### src/rtl/multicycle_alu.sv
// multicycle_alu
// ---------------------------------------------------------------------------
// Purpose: a small ALU with a valid/ready handshake on each side. Most
// operations finish one cycle after they are accepted. MUL is an unsigned
// shift-add that handles one multiplier bit per cycle. The result and flags
// are registered and held until the consumer takes them. Operations never
// overlap.
//
// Configuration: define ALU_MUL_EN to build the multiplier (sel = 1001).
// When it is not defined, no multiplier logic is built and sel 1001 is
// reported as an illegal opcode.
//
// Ports:
//   clk        single clock, rising edge
//   rst        synchronous active-high reset
//   in_valid   operation request
//   in_ready   high only in IDLE; a request is taken when in_valid & in_ready
//   A, B       WIDTH-bit operands
//   sel        4-bit opcode
//   Cin        carry-in, used only by ADD
//   out_valid  result registered and held (state DONE)
//   out_ready  consumer takes the result
//   Y          registered result
//   Cout, Negative, Zero, Overflow, Err   registered flags
// ---------------------------------------------------------------------------
module multicycle_alu #(
  parameter int WIDTH = 32
) (
  input  logic             clk,
  input  logic             rst,
  input  logic             in_valid,
  output logic             in_ready,
  input  logic [WIDTH-1:0] A,
  input  logic [WIDTH-1:0] B,
  input  logic [3:0]       sel,
  input  logic             Cin,
  output logic             out_valid,
  input  logic             out_ready,
  output logic [WIDTH-1:0] Y,
  output logic             Cout,
  output logic             Negative,
  output logic             Zero,
  output logic             Overflow,
  output logic             Err
);

  localparam int SHW = $clog2(WIDTH);

  localparam logic [3:0] OP_AND  = 4'b0000;
  localparam logic [3:0] OP_OR   = 4'b0001;
  localparam logic [3:0] OP_NOTA = 4'b0010;
  localparam logic [3:0] OP_NOR  = 4'b0011;
  localparam logic [3:0] OP_XOR  = 4'b0100;
  localparam logic [3:0] OP_NAND = 4'b0101;
  localparam logic [3:0] OP_ADD  = 4'b0110;
  localparam logic [3:0] OP_SUB  = 4'b0111;
  localparam logic [3:0] OP_SHL  = 4'b1010;
  localparam logic [3:0] OP_SHR  = 4'b1100;
  localparam logic [3:0] OP_SRA  = 4'b1101;
`ifdef ALU_MUL_EN
  localparam logic [3:0]     OP_MUL   = 4'b1001;
  localparam logic [SHW-1:0] CNT_LAST = SHW'(WIDTH - 1);
`endif

  typedef enum logic [1:0] {
    IDLE = 2'd0,
    MUL  = 2'd1,
    DONE = 2'd2
  } state_t;

  state_t           state_q, state_d;
  logic [WIDTH-1:0] y_q, y_d;
  logic             cout_q, cout_d;
  logic             neg_q, neg_d;
  logic             zero_q, zero_d;
  logic             ovf_q, ovf_d;
  logic             err_q, err_d;

  // Single-cycle datapath shared by every op except MUL. The extra top bit
  // of the add, subtract and left-shift results is the carry-out or the
  // last bit shifted out.
  logic [SHW-1:0]          shamt;
  logic [WIDTH:0]          add_wide;
  logic [WIDTH:0]          sub_wide;
  logic [WIDTH:0]          shl_wide;
  logic signed [WIDTH-1:0] a_signed;
  logic [WIDTH-1:0]        sra_y;

  assign shamt    = B[SHW-1:0];
  assign add_wide = {1'b0, A} + {1'b0, B} + {{WIDTH{1'b0}}, Cin};
  assign sub_wide = {1'b0, A} + {1'b0, ~B} + {{WIDTH{1'b0}}, 1'b1};
  assign shl_wide = {1'b0, A} << shamt;
  assign a_signed = A;
  assign sra_y    = a_signed >>> shamt;

  logic [WIDTH-1:0] res_y;
  logic             res_cout, res_ovf, res_err;

  // Decode the opcode into a result and raw flags. Signed overflow on
  // add/sub is detected from the operand and result sign bits. Opcodes that
  // are not listed (including 1001 here) give Y = 0 with Err set.
  always_comb begin
    res_y    = '0;
    res_cout = 1'b0;
    res_ovf  = 1'b0;
    res_err  = 1'b0;
    case (sel)
      OP_AND:  res_y = A & B;
      OP_OR:   res_y = A | B;
      OP_NOTA: res_y = ~A;
      OP_NOR:  res_y = ~(A | B);
      OP_XOR:  res_y = A ^ B;
      OP_NAND: res_y = ~(A & B);
      OP_ADD: begin
        res_y    = add_wide[WIDTH-1:0];
        res_cout = add_wide[WIDTH];
        res_ovf  = (A[WIDTH-1] == B[WIDTH-1]) && (add_wide[WIDTH-1] != A[WIDTH-1]);
      end
      OP_SUB: begin
        res_y    = sub_wide[WIDTH-1:0];
        res_cout = sub_wide[WIDTH];
        res_ovf  = (A[WIDTH-1] != B[WIDTH-1]) && (sub_wide[WIDTH-1] != A[WIDTH-1]);
      end
      OP_SHL: begin
        res_y    = shl_wide[WIDTH-1:0];
        res_cout = shl_wide[WIDTH];
      end
      OP_SHR:  res_y = A >> shamt;
      OP_SRA:  res_y = sra_y;
      default: res_err = 1'b1;
    endcase
  end

`ifdef ALU_MUL_EN
  // Shift-add multiplier. The multiplicand moves left and the multiplier
  // moves right by one bit each cycle. The full 2*WIDTH product is kept so
  // the upper half can drive Cout.
  logic [2*WIDTH-1:0] mcand_q, mcand_d;
  logic [WIDTH-1:0]   mplier_q, mplier_d;
  logic [2*WIDTH-1:0] acc_q, acc_d;
  logic [SHW-1:0]     cnt_q, cnt_d;
  logic [2*WIDTH-1:0] acc_next;

  assign acc_next = acc_q + (mplier_q[0] ? mcand_q : '0);
`endif

  // Next-state and next-output logic. Y and the flags change only when a
  // result is produced. In DONE they hold until the consumer takes the
  // result. IDLE is the only state that accepts a request, so a request
  // that arrives in the consume cycle is not taken.
  always_comb begin
    state_d  = state_q;
    y_d      = y_q;
    cout_d   = cout_q;
    neg_d    = neg_q;
    zero_d   = zero_q;
    ovf_d    = ovf_q;
    err_d    = err_q;
`ifdef ALU_MUL_EN
    mcand_d  = mcand_q;
    mplier_d = mplier_q;
    acc_d    = acc_q;
    cnt_d    = cnt_q;
`endif
    case (state_q)
      IDLE: begin
        if (in_valid) begin
`ifdef ALU_MUL_EN
          if (sel == OP_MUL) begin
            state_d  = MUL;
            mcand_d  = {{WIDTH{1'b0}}, A};
            mplier_d = B;
            acc_d    = '0;
            cnt_d    = '0;
          end else begin
`endif
            state_d = DONE;
            y_d     = res_y;
            cout_d  = res_cout;
            ovf_d   = res_ovf;
            err_d   = res_err;
            neg_d   = res_y[WIDTH-1];
            zero_d  = ~res_err & (res_y == '0);
`ifdef ALU_MUL_EN
          end
`endif
        end
      end
`ifdef ALU_MUL_EN
      MUL: begin
        acc_d    = acc_next;
        mcand_d  = mcand_q << 1;
        mplier_d = mplier_q >> 1;
        cnt_d    = cnt_q + 1'b1;
        if (cnt_q == CNT_LAST) begin
          state_d = DONE;
          y_d     = acc_next[WIDTH-1:0];
          cout_d  = |acc_next[2*WIDTH-1:WIDTH];
          neg_d   = acc_next[WIDTH-1];
          zero_d  = (acc_next[WIDTH-1:0] == '0);
          ovf_d   = 1'b0;
          err_d   = 1'b0;
        end
      end
`endif
      DONE: begin
        if (out_ready) state_d = IDLE;
      end
      default: state_d = IDLE;
    endcase
  end

  // State and output registers. Reset has priority: any operation in
  // progress is dropped, and a request that arrives during reset is ignored.
  always_ff @(posedge clk) begin
    if (rst) begin
      state_q  <= IDLE;
      y_q      <= '0;
      cout_q   <= 1'b0;
      neg_q    <= 1'b0;
      zero_q   <= 1'b0;
      ovf_q    <= 1'b0;
      err_q    <= 1'b0;
`ifdef ALU_MUL_EN
      mcand_q  <= '0;
      mplier_q <= '0;
      acc_q    <= '0;
      cnt_q    <= '0;
`endif
    end else begin
      state_q  <= state_d;
      y_q      <= y_d;
      cout_q   <= cout_d;
      neg_q    <= neg_d;
      zero_q   <= zero_d;
      ovf_q    <= ovf_d;
      err_q    <= err_d;
`ifdef ALU_MUL_EN
      mcand_q  <= mcand_d;
      mplier_q <= mplier_d;
      acc_q    <= acc_d;
      cnt_q    <= cnt_d;
`endif
    end
  end

  assign in_ready  = (state_q == IDLE);
  assign out_valid = (state_q == DONE);
  assign Y         = y_q;
  assign Cout      = cout_q;
  assign Negative  = neg_q;
  assign Zero      = zero_q;
  assign Overflow  = ovf_q;
  assign Err       = err_q;

endmodule

### config.mk
export PLATFORM = sky130hd
export DESIGN_NAME = multicycle_alu
export DESIGN_NICKNAME = d
export VERILOG_FILES = /design/src/rtl/multicycle_alu.sv
export SDC_FILE = /design/constraint.sdc
export NUM_CORES = 1
export LEC_CHECK = 0
export ABC_CLOCK_PERIOD_IN_PS = 6800
export CAP_MARGIN = 20
export CORE_ASPECT_RATIO = 1.25
export CORE_MARGIN = 2
export CORE_UTILIZATION = 40
export DETAILED_ROUTE_END_ITERATION = 8
export DONT_BUFFER_PORTS = 1
export SYNTH_ARGS = -nofsm -noshare
export SYNTH_HDL_FRONTEND = slang
export SYNTH_SLANG_ARGS = --single-unit
### constraint.sdc
create_clock -name clk -period 6.8 [get_ports clk]
set_input_delay 0.68 -clock clk [delete_from_list [all_inputs] [get_ports clk]]
set_output_delay 0.68 -clock clk [all_outputs]
set_load 0.05 [all_outputs]
==> results.md, run 1 <==
- Crit. End Element: register
- Synthesized area: 12700 um^2
- Worst slew margin: 29.0%
- DIE HEIGHT: 203 um
- Remaining global-route overflow: 0
- Peak Freq: 0.211 GHz
- Crit-path max cell delay: 0.60 ns
- Final core utilization: 41.2%
- Pwr dens: 120 nW/um^2
- WL per Instance: 32.7 um
- Leakage power: 5.01 nW
- Die area: 33200 um^2
- Number of global-route vias before repair: 14400
- Routed vias/inst: 7.29
- FP Rows: 72
- Cts bufs inserted: 5
- Postcts setup bufs: 0
- Yosys reg bits: 37
- Fin. max-slew vios: 0
- Post-cts resize count: 0
- Clk slew on worst S/H paths: 0.05 ns
- Starting Density: 40.8%
- Routed Antenna Nets: 0
- First-pass GRT wire length: 99.3 mm
- Hold Path Stages: 1
- Post-synthesis cell count: 1836
- CP Cell Sequence: inv_2 -> ha_1 -> nor2_1 -> o311ai_1 -> a21oi_1 -> nor4_1 -> o31ai_1 -> and3_1 -> a311oi_1 -> nor4_1 -> a311oi_1 -> nand4_1 -> o31ai_2
- Area growth from synthesis to layout: 0.887%
- Distinct cells, synth: 92
- Vias: 15400
- Crit path launch type: primary input
- Syn_area_per_cell: 6.91 um^2
- Fin crit period: 4.75 ns
- Ys async rst share: 0%
- Family with the most delay on the worst path: compound AO/OA/AOI/OAI gates
- Number of enable flip-flop cells after synthesis: 0
- Reg-to-reg startpoint: state_q[1]$_SDFFE_PP0P_
- Share of layout cells above drive strength 1: 6.92%
- HP Start: rst
- Max Root-Sink Buffers: 2
- Worst-path maximum fanout: 111
- Initial DRT Pass Iterations: 6
- Peak supply drop: 0.000197 V
- Outcome: complete, no violations
- Routed Wire Length: 69.0 mm
- Worst R2R End: Zero$_SDFFE_PP0P_
- Data arrival, critical path: 4.94 ns
- Max Cap Viol: 0
- R2R Setup Slk: 3.45 ns
- 1st-iter DRT viols: 2253
- Ys Warns: 0
- Initial antenna violation count: 2
- Clock power share: 17.2%
- Nets: 1887
- Gp weighted congestion: 1.09
- Endpoint, Worst Hold: Err$_SDFFE_PP0P_
- Pint: 759 uW
- Ports: 112
- Fin Setup TNS: 0 ns
- Synth Flop Type: dfxtp_1
- CTS H-tree lvls: 2
- Final Hold Viols: 0
- Worst reg2reg path depth: 10
- Post-synthesis sequential area ratio: 5.83%
- Skew-Pair Late Insertion Delay: 0.28 ns
- Switching pwr: 780 uW
- Clk sink count: 37
- TritonCTS clock tree: yes
- Crit path required time: 7.00 ns
- Worst setup path class: primary input to register
- DRC viols: 0
- Unrepaired setup endpoints after global routing: no
- Filler cells: 3405
- Period utilization: 69.8%
- Buf+Inv Stages, Crit Path: 1
- Final setup violation count: 0
- Slowest CP cell: nor4_1
- Root Driver: clkbuf_16
- Core ar.: 31100 um^2
- Synth Net Count: 2020
- IO Port Bufs: 0
- Worst Clk Skew: 0.00102 ns
- DIE WIDTH: 163 um
- Switch share: 50.7%
- Hold crit path type: primary input to register
- Sequential share of power: 20.4%
- Worst-Margin Slew: 1.05 ns
- Final cell count without fillers: 2112
- Placed cell count: 2103
- CTS Hold Bufs: 0
- Pin count of the biggest net entering global routing: 112
- Logic pwr share: 62.4%
- GRT Resource Usage Total: 40.2%
- Dpl hpwl: 52.2 mm
-- kinds of logic after synthesis --
| logic type | Yosys count | synth area share, % |
|---|---|---|
| multiplexers | 136 | 14.1 |
| XOR/XNOR | 47 | 3.24 |
| flip-flops | 37 | 5.83 |
| AO/OA/AOI/OAI | 624 | 33.9 |
| adder cells (fa/ha/maj) | 111 | 11.1 |
| buffers and inverters | 265 | 9.03 |
| AND/OR/NAND/NOR | 616 | 22.8 |
-- placed cells by master (no fill, tap or decap), drive strengths merged, types with 10 or more instances in the layout --
master / n
o211ai: 39
o221ai: 26
mux2i: 82
nand2b: 21
o311ai: 10
a31oi: 19
or2: 13
o21bai: 12
and2: 10
nand4: 18
buf: 23
mux2: 22
a221oi: 11
ha: 108
and3: 13
a21oi: 147
nand3: 50
o22ai: 37
inv: 100
o31ai: 18
o32ai: 11
dfxtp: 37
nor2: 203
a21o: 18
xnor2: 40
mux4: 32
o21ai: 95
nor4: 22
nor3: 48
a211oi: 62
a211o: 12
nand2: 156
a22oi: 19
nor2b: 29
-- layer usage --
layer	global-route usage [%]	share of wire, %
met2	62.4	44
met3	6.83	11
met4	23.4	7.2
met5	0	0.025
met1	52.3	38
-- synthesized netlist by cell type, types with 12 or more instances --
library cell / instances / area, um^2
o21bai_1: 12 / 90.1
dfxtp_1: 37 / 741
nand3_1: 50 / 250
nor2b_1: 29 / 181
o22ai_1: 37 / 231
a31oi_1: 19 / 119
nor2_1: 203 / 762
nand2b_1: 21 / 131
and3_1: 13 / 81.3
o31ai_1: 17 / 128
a22oi_1: 19 / 143
o21ai_0: 92 / 460
nand4_1: 18 / 113
mux4_2: 32 / 721
a211o_1: 12 / 105
xnor2_1: 40 / 350
a21oi_1: 147 / 736
o221ai_1: 26 / 228
buf_4: 17 / 128
o211ai_1: 39 / 293
or2_2: 13 / 81.3
ha_1: 108 / 1350
nor4_1: 22 / 138
a211oi_1: 61 / 458
nor3_1: 48 / 240
inv_1: 99 / 372
mux2_2: 21 / 236
buf_2: 46 / 230
a21o_1: 18 / 135
mux2i_1: 82 / 821
clkbuf_1: 85 / 319
nand2_1: 156 / 586
-- worst max-delay path by stage --
stage | startpoint | to | slack [ns] | cells after the start
2_1_floorplan | B[0] | Zero$_SDFFE_PP0P_ | 2.64 | 16
3_3_place_gp | A[0] | Zero$_SDFFE_PP0P_ | 2.05 | 14
3_5_place_dp | B[1] | Zero$_SDFFE_PP0P_ | 2.08 | 13
4_1_cts | B[1] | Zero$_SDFFE_PP0P_ | 2.37 | 13
5_1_grt | A[0] | Zero$_SDFFE_PP0P_ | 2.03 | 14
6_report | B[1] | Zero$_SDFFE_PP0P_ | 2.05 | 13
-- worst reg2reg max path: stages (launching register included) --
cell and delay [ns]:
dfxtp_1 0.52, nor2b_4 0.18, buf_4 0.47, o221ai_1 0.22, a211oi_1 0.27, o211ai_1 0.26
a211oi_1 0.28, nor4b_1 0.41, and4_1 0.28, nand4_1 0.15, o31ai_2 0.23
-- state kept, by name (all words and copies together) (netlist names) --
name,flops
Y,32
Cout,1
Err,1
state_q,1
Zero,1
Overflow,1
-- layout make-up --
cell class	count	area (um^2)	area share [%]
Clock inverter	1	30.0	0.234
Sequential cell	37	741	5.78
Antenna cell	1	2.50	0.0195
Tap cell	407	509	3.98
Inverter	102	383	2.99
Clock buffer	7	143	1.11
Timing Repair Buffer	23	173	1.35
Multi-Input combinational cell	1534	10800	84.5
-- power by group through the flow --
stage          combinational [mW]  sequential, mW  clock, mW
3_5_place_dp                0.914           0.320          0
6_report                    0.960           0.314      0.264
2_1_floorplan               0.713           0.312          0
5_1_grt                      1.01           0.317      0.281
4_1_cts                     0.919           0.315      0.272
3_3_place_gp                0.917           0.318          0
-- metrics by stage --
step                      total power [mW]  setup WS, ns  area, um^2  hold WS [ns]
after floorplan                       1.03          2.64       12700         0.675
after global placement                1.24          2.05       12600         0.691
after detailed placement              1.23          2.08       12600         0.695
after CTS                             1.51          2.37       12800         0.456
after global routing                  1.61          2.03       12800         0.458
final                                 1.54          2.05       12800         0.466
Power figures use the tool's default switching activity.
==> run 2: changes to the inputs <==
Settings changed: ABC_AREA set to 1, ABC_CLOCK_PERIOD_IN_PS 6800 to 3900.
Clock period 6.8 ns to 3.9 ns, I/O delays scaled along.
==> run 2 against run 1 <==
Against the previous run:
- via count is 12% higher
- final cell count rose by 35%
- critical path type unchanged
- routed wire length is 2.1% higher
- worst hold slack got worse by 0.31 ns
- critical endpoint unchanged
==> results.md, run 2 <==
- Outcome: complete, no violations
- Family with the most delay on the worst path: simple AND/OR/NAND/NOR gates
- Nets: 2626 (+39%)
- Fin crit period: 3.63 ns
- Routed vias/inst: 6.04 (-17%)
- Worst-Margin Slew: 1.03 ns (-0.0203 ns)
- Max Root-Sink Buffers: 2 (unchanged)
- Core ar.: 30700 um^2 (-1.2%)
- Ys Warns: 0 (unchanged)
- Distinct cells, synth: 38 (-59%)
- Initial antenna violation count: 6 (+4)
- Hold crit path type: primary input to register
- Hold_ws: 0.158 ns (-0.308 ns)
- Clk slew on worst S/H paths: 0.07 ns (+0.02 ns)
- CTS H-tree lvls: 2 (unchanged)
- Final Hold Viols: 0 (unchanged)
- Most frequent cells in the layout: nand2_1 (834), nand3_1 (482), inv_1 (335)
- Postcts setup bufs: 0 (unchanged)
- Ports: 112 (unchanged)
- Syn_area_per_cell: 4.94 um^2 (-29%)
- Skew-Pair Late Insertion Delay: 0.29 ns (about the same)
- Fin Setup TNS: 0 ns (unchanged)
- Die area: 32400 um^2 (-2.4%)
- Worst-path maximum fanout: 9 (-92%)
- Dpl hpwl: 58.0 mm (+11%)
- Filler cells: 3608 (+6.0%)
- Share of layout cells above drive strength 1: 2.82% (-4.1 points)
- Final core utilization: 41.9% (+0.64 points)
- Most common cell in the netlist: nand2_1
- Post-synthesis cell count: 2508 (+37%)
- CTS Hold Bufs: 0 (unchanged)
- DRC viols: 0 (unchanged)
- Peak supply drop: 0.000211 V (+7.0%)
- Post-cts resize count: 0 (unchanged)
- Pin count of the biggest net entering global routing: 72 (-36%)
- IO Port Bufs: 0 (unchanged)
- Worst Clk Skew: 0.0115 ns (+0.0104 ns)
- Clk sink count: 37 (unchanged)
- Max reg flops: 32 (unchanged)
- Initial DRT Pass Iterations: 7 (+1)
- Remaining global-route overflow: 0 (unchanged)
- Post-synthesis sequential area ratio: 5.98% (+0.14 points)
- Buf+Inv Stages, Crit Path: 2 (+1)
- GRT Resource Usage Total: 42.1% (+1.9 points)
- Gp weighted congestion: 1.13 (+3.0%)
- Pwr dens: 211 nW/um^2 (+75%)
- Worst slew margin: 30.8% (+1.8 points)
- TritonCTS clock tree: yes
- Synth Net Count: 2692 (+33%)
- Top cell by count, worst path: nor2_1
- Crit path launch type: primary input
- Cts bufs inserted: 5 (unchanged)
- Worst setup path class: primary input to register
- Data arrival, critical path: 3.86 ns (-1.08 ns)
- Number of global-route vias before repair: 16000 (+11%)
- Crit path required time: 4.13 ns (-2.87 ns)
- FP Rows: 72 (unchanged)
- Fin. max-slew vios: 0 (unchanged)
- Final setup violation count: 0 (unchanged)
- Post-synth top area share: 25.3% (+15 points)
- Starting Density: 40.3% (-0.51 points)
- WL per Instance: 24.7 um (-24%)
- Commonest cells in the netlist: nand2_1 (834), nand3_1 (482), inv_1 (336)
- CP Cell Sequence: inv_1 -> ha_1 -> nor2_1 -> inv_1 -> nor2_1 -> nand2_1 -> nor3_1 -> nand2_1 -> nand2_1 -> nor2_1 -> nor2_1 -> nand3_1 -> nor2_1 -> nand2_1 -> nor2_1 -> nand3_1 -> a21oi_1
- First-pass GRT wire length: 102 mm (+2.3%)
- DIE HEIGHT: 201 um (-1.2%)
- Most common cell after layout, fill and taps aside: nand2_1
- Slowest CP cell: nor3_1
- Max Cap Viol: 0 (unchanged)
- Synth Flop Type: dfxtp_1
- Vias: 17200 (+12%)
- Peak Freq: 0.275 GHz
- Leakage power: 7.13 nW (+42%)
- DIE WIDTH: 161 um (-1.2%)
- Number of enable flip-flop cells after synthesis: 0 (unchanged)
- Synthesized area: 12400 um^2 (-2.4%)
- Routed Antenna Nets: 0 (unchanged)
- Area growth from synthesis to layout: 3.77%
- Crit. End Element: register
- Yosys reg bits: 37 (unchanged)
- Unrepaired setup endpoints after global routing: no
- Top cell type by total area after synthesis: nand2_1
- Period utilization: 93.1%
- Routed Wire Length: 70.4 mm (+2.1%)
- Synth area leaders: nand2_1 (25%), nand3_1 (19%), ha_1 (11%)
- 1st-iter DRT viols: 2118 (-6.0%)
- Ys async rst share: 0% (unchanged)
- Crit-path max cell delay: 0.54 ns (-0.06 ns)
- Root Driver: clkbuf_16
==> run 2: changes by cell type after synthesis, sizes merged, moves of 40 or more <==
cell and change:
a211oi -62, a21oi -71, clkbuf -56, inv +243, mux2i -82, nand2 +683
nand3 +432, nor2 +55, xnor2 -40
==> run 2: per-layer routing <==
| metal | GRT usage [%] | routed length, um |
|---|---|---|
| met1 | 48.1 | 25500 |
| met2 | 69.3 | 31600 |
| met3 | 7.93 | 6340 |
| met4 | 32.0 | 6910 |
| met5 | 0 | 36 |
==> run 2: kinds of logic after synthesis <==
group | Yosys count | share of synthesized area, %
adders and majority gates | 111 | 11.4
buffers and inverters | 457 | 14.9
and+or+nand+nor | 1657 | 56.6
xor gates and xnor gates | 1 | 0.0707
AOI/OAI and AO/OA | 245 | 11.0
DFF | 37 | 5.98
==> run 2: layout make-up <==
class | count | area (um^2) | area share, %
clock buffers | 6 | 139 | 1.08
diodes | 3 | 7.51 | 0.0584
well taps | 407 | 509 | 3.96
flip-flops and latches | 37 | 741 | 5.76
inverters | 344 | 1290 | 10.0
repair buffers | 40 | 325 | 2.53
multi-input cells | 2014 | 9810 | 76.3
clock inverters | 2 | 37.5 | 0.292
==> run 2: path summary, 6_finish.rpt <==
path | endpoint | start | slack, ns | depth (start not counted)
setup / recovery | Zero$_SDFFE_PP0P_ | B[18] | 0.27 | 17
setup reg to reg | Y[15]$_SDFFE_PP0P_ | state_q[1]$_SDFFE_PP0P_ | 1.05 | 7
hold reg to reg | Y[0]$_SDFFE_PP0P_ | Y[0]$_SDFFE_PP0P_ | 0.72 | 2
hold / removal | Cout$_SDFFE_PP0P_ | rst | 0.16 | 1
==> run 2: worst reg2reg max path, cell delays in order, from the launching register on <==
cell and delay [ns]:
dfxtp_1 0.47, inv_1 0.44, nand2_1 0.09, buf_4 0.24, inv_2 0.34, buf_4 0.31
o21ai_0 0.24, a21oi_1 0.55
==> run 2: power breakdown <==
group / switching, mW / internal, mW
Sequential: 0.144 / 0.411
Combinational: 1.19 / 0.451
Clock: 0.187 / 0.320
==> run 2: per-stage QoR <==
step	area, um^2	power, mW	worst slack, ns	instances
final	12900	2.71	0.268	2853
after global placement	12700	2.14	0.0652	2842
after global routing	12800	2.85	0.351	2850
after floorplan	12400	1.65	0.958	2508
after CTS	12800	2.64	0.400	2850
after detailed placement	12700	2.14	0.112	2842
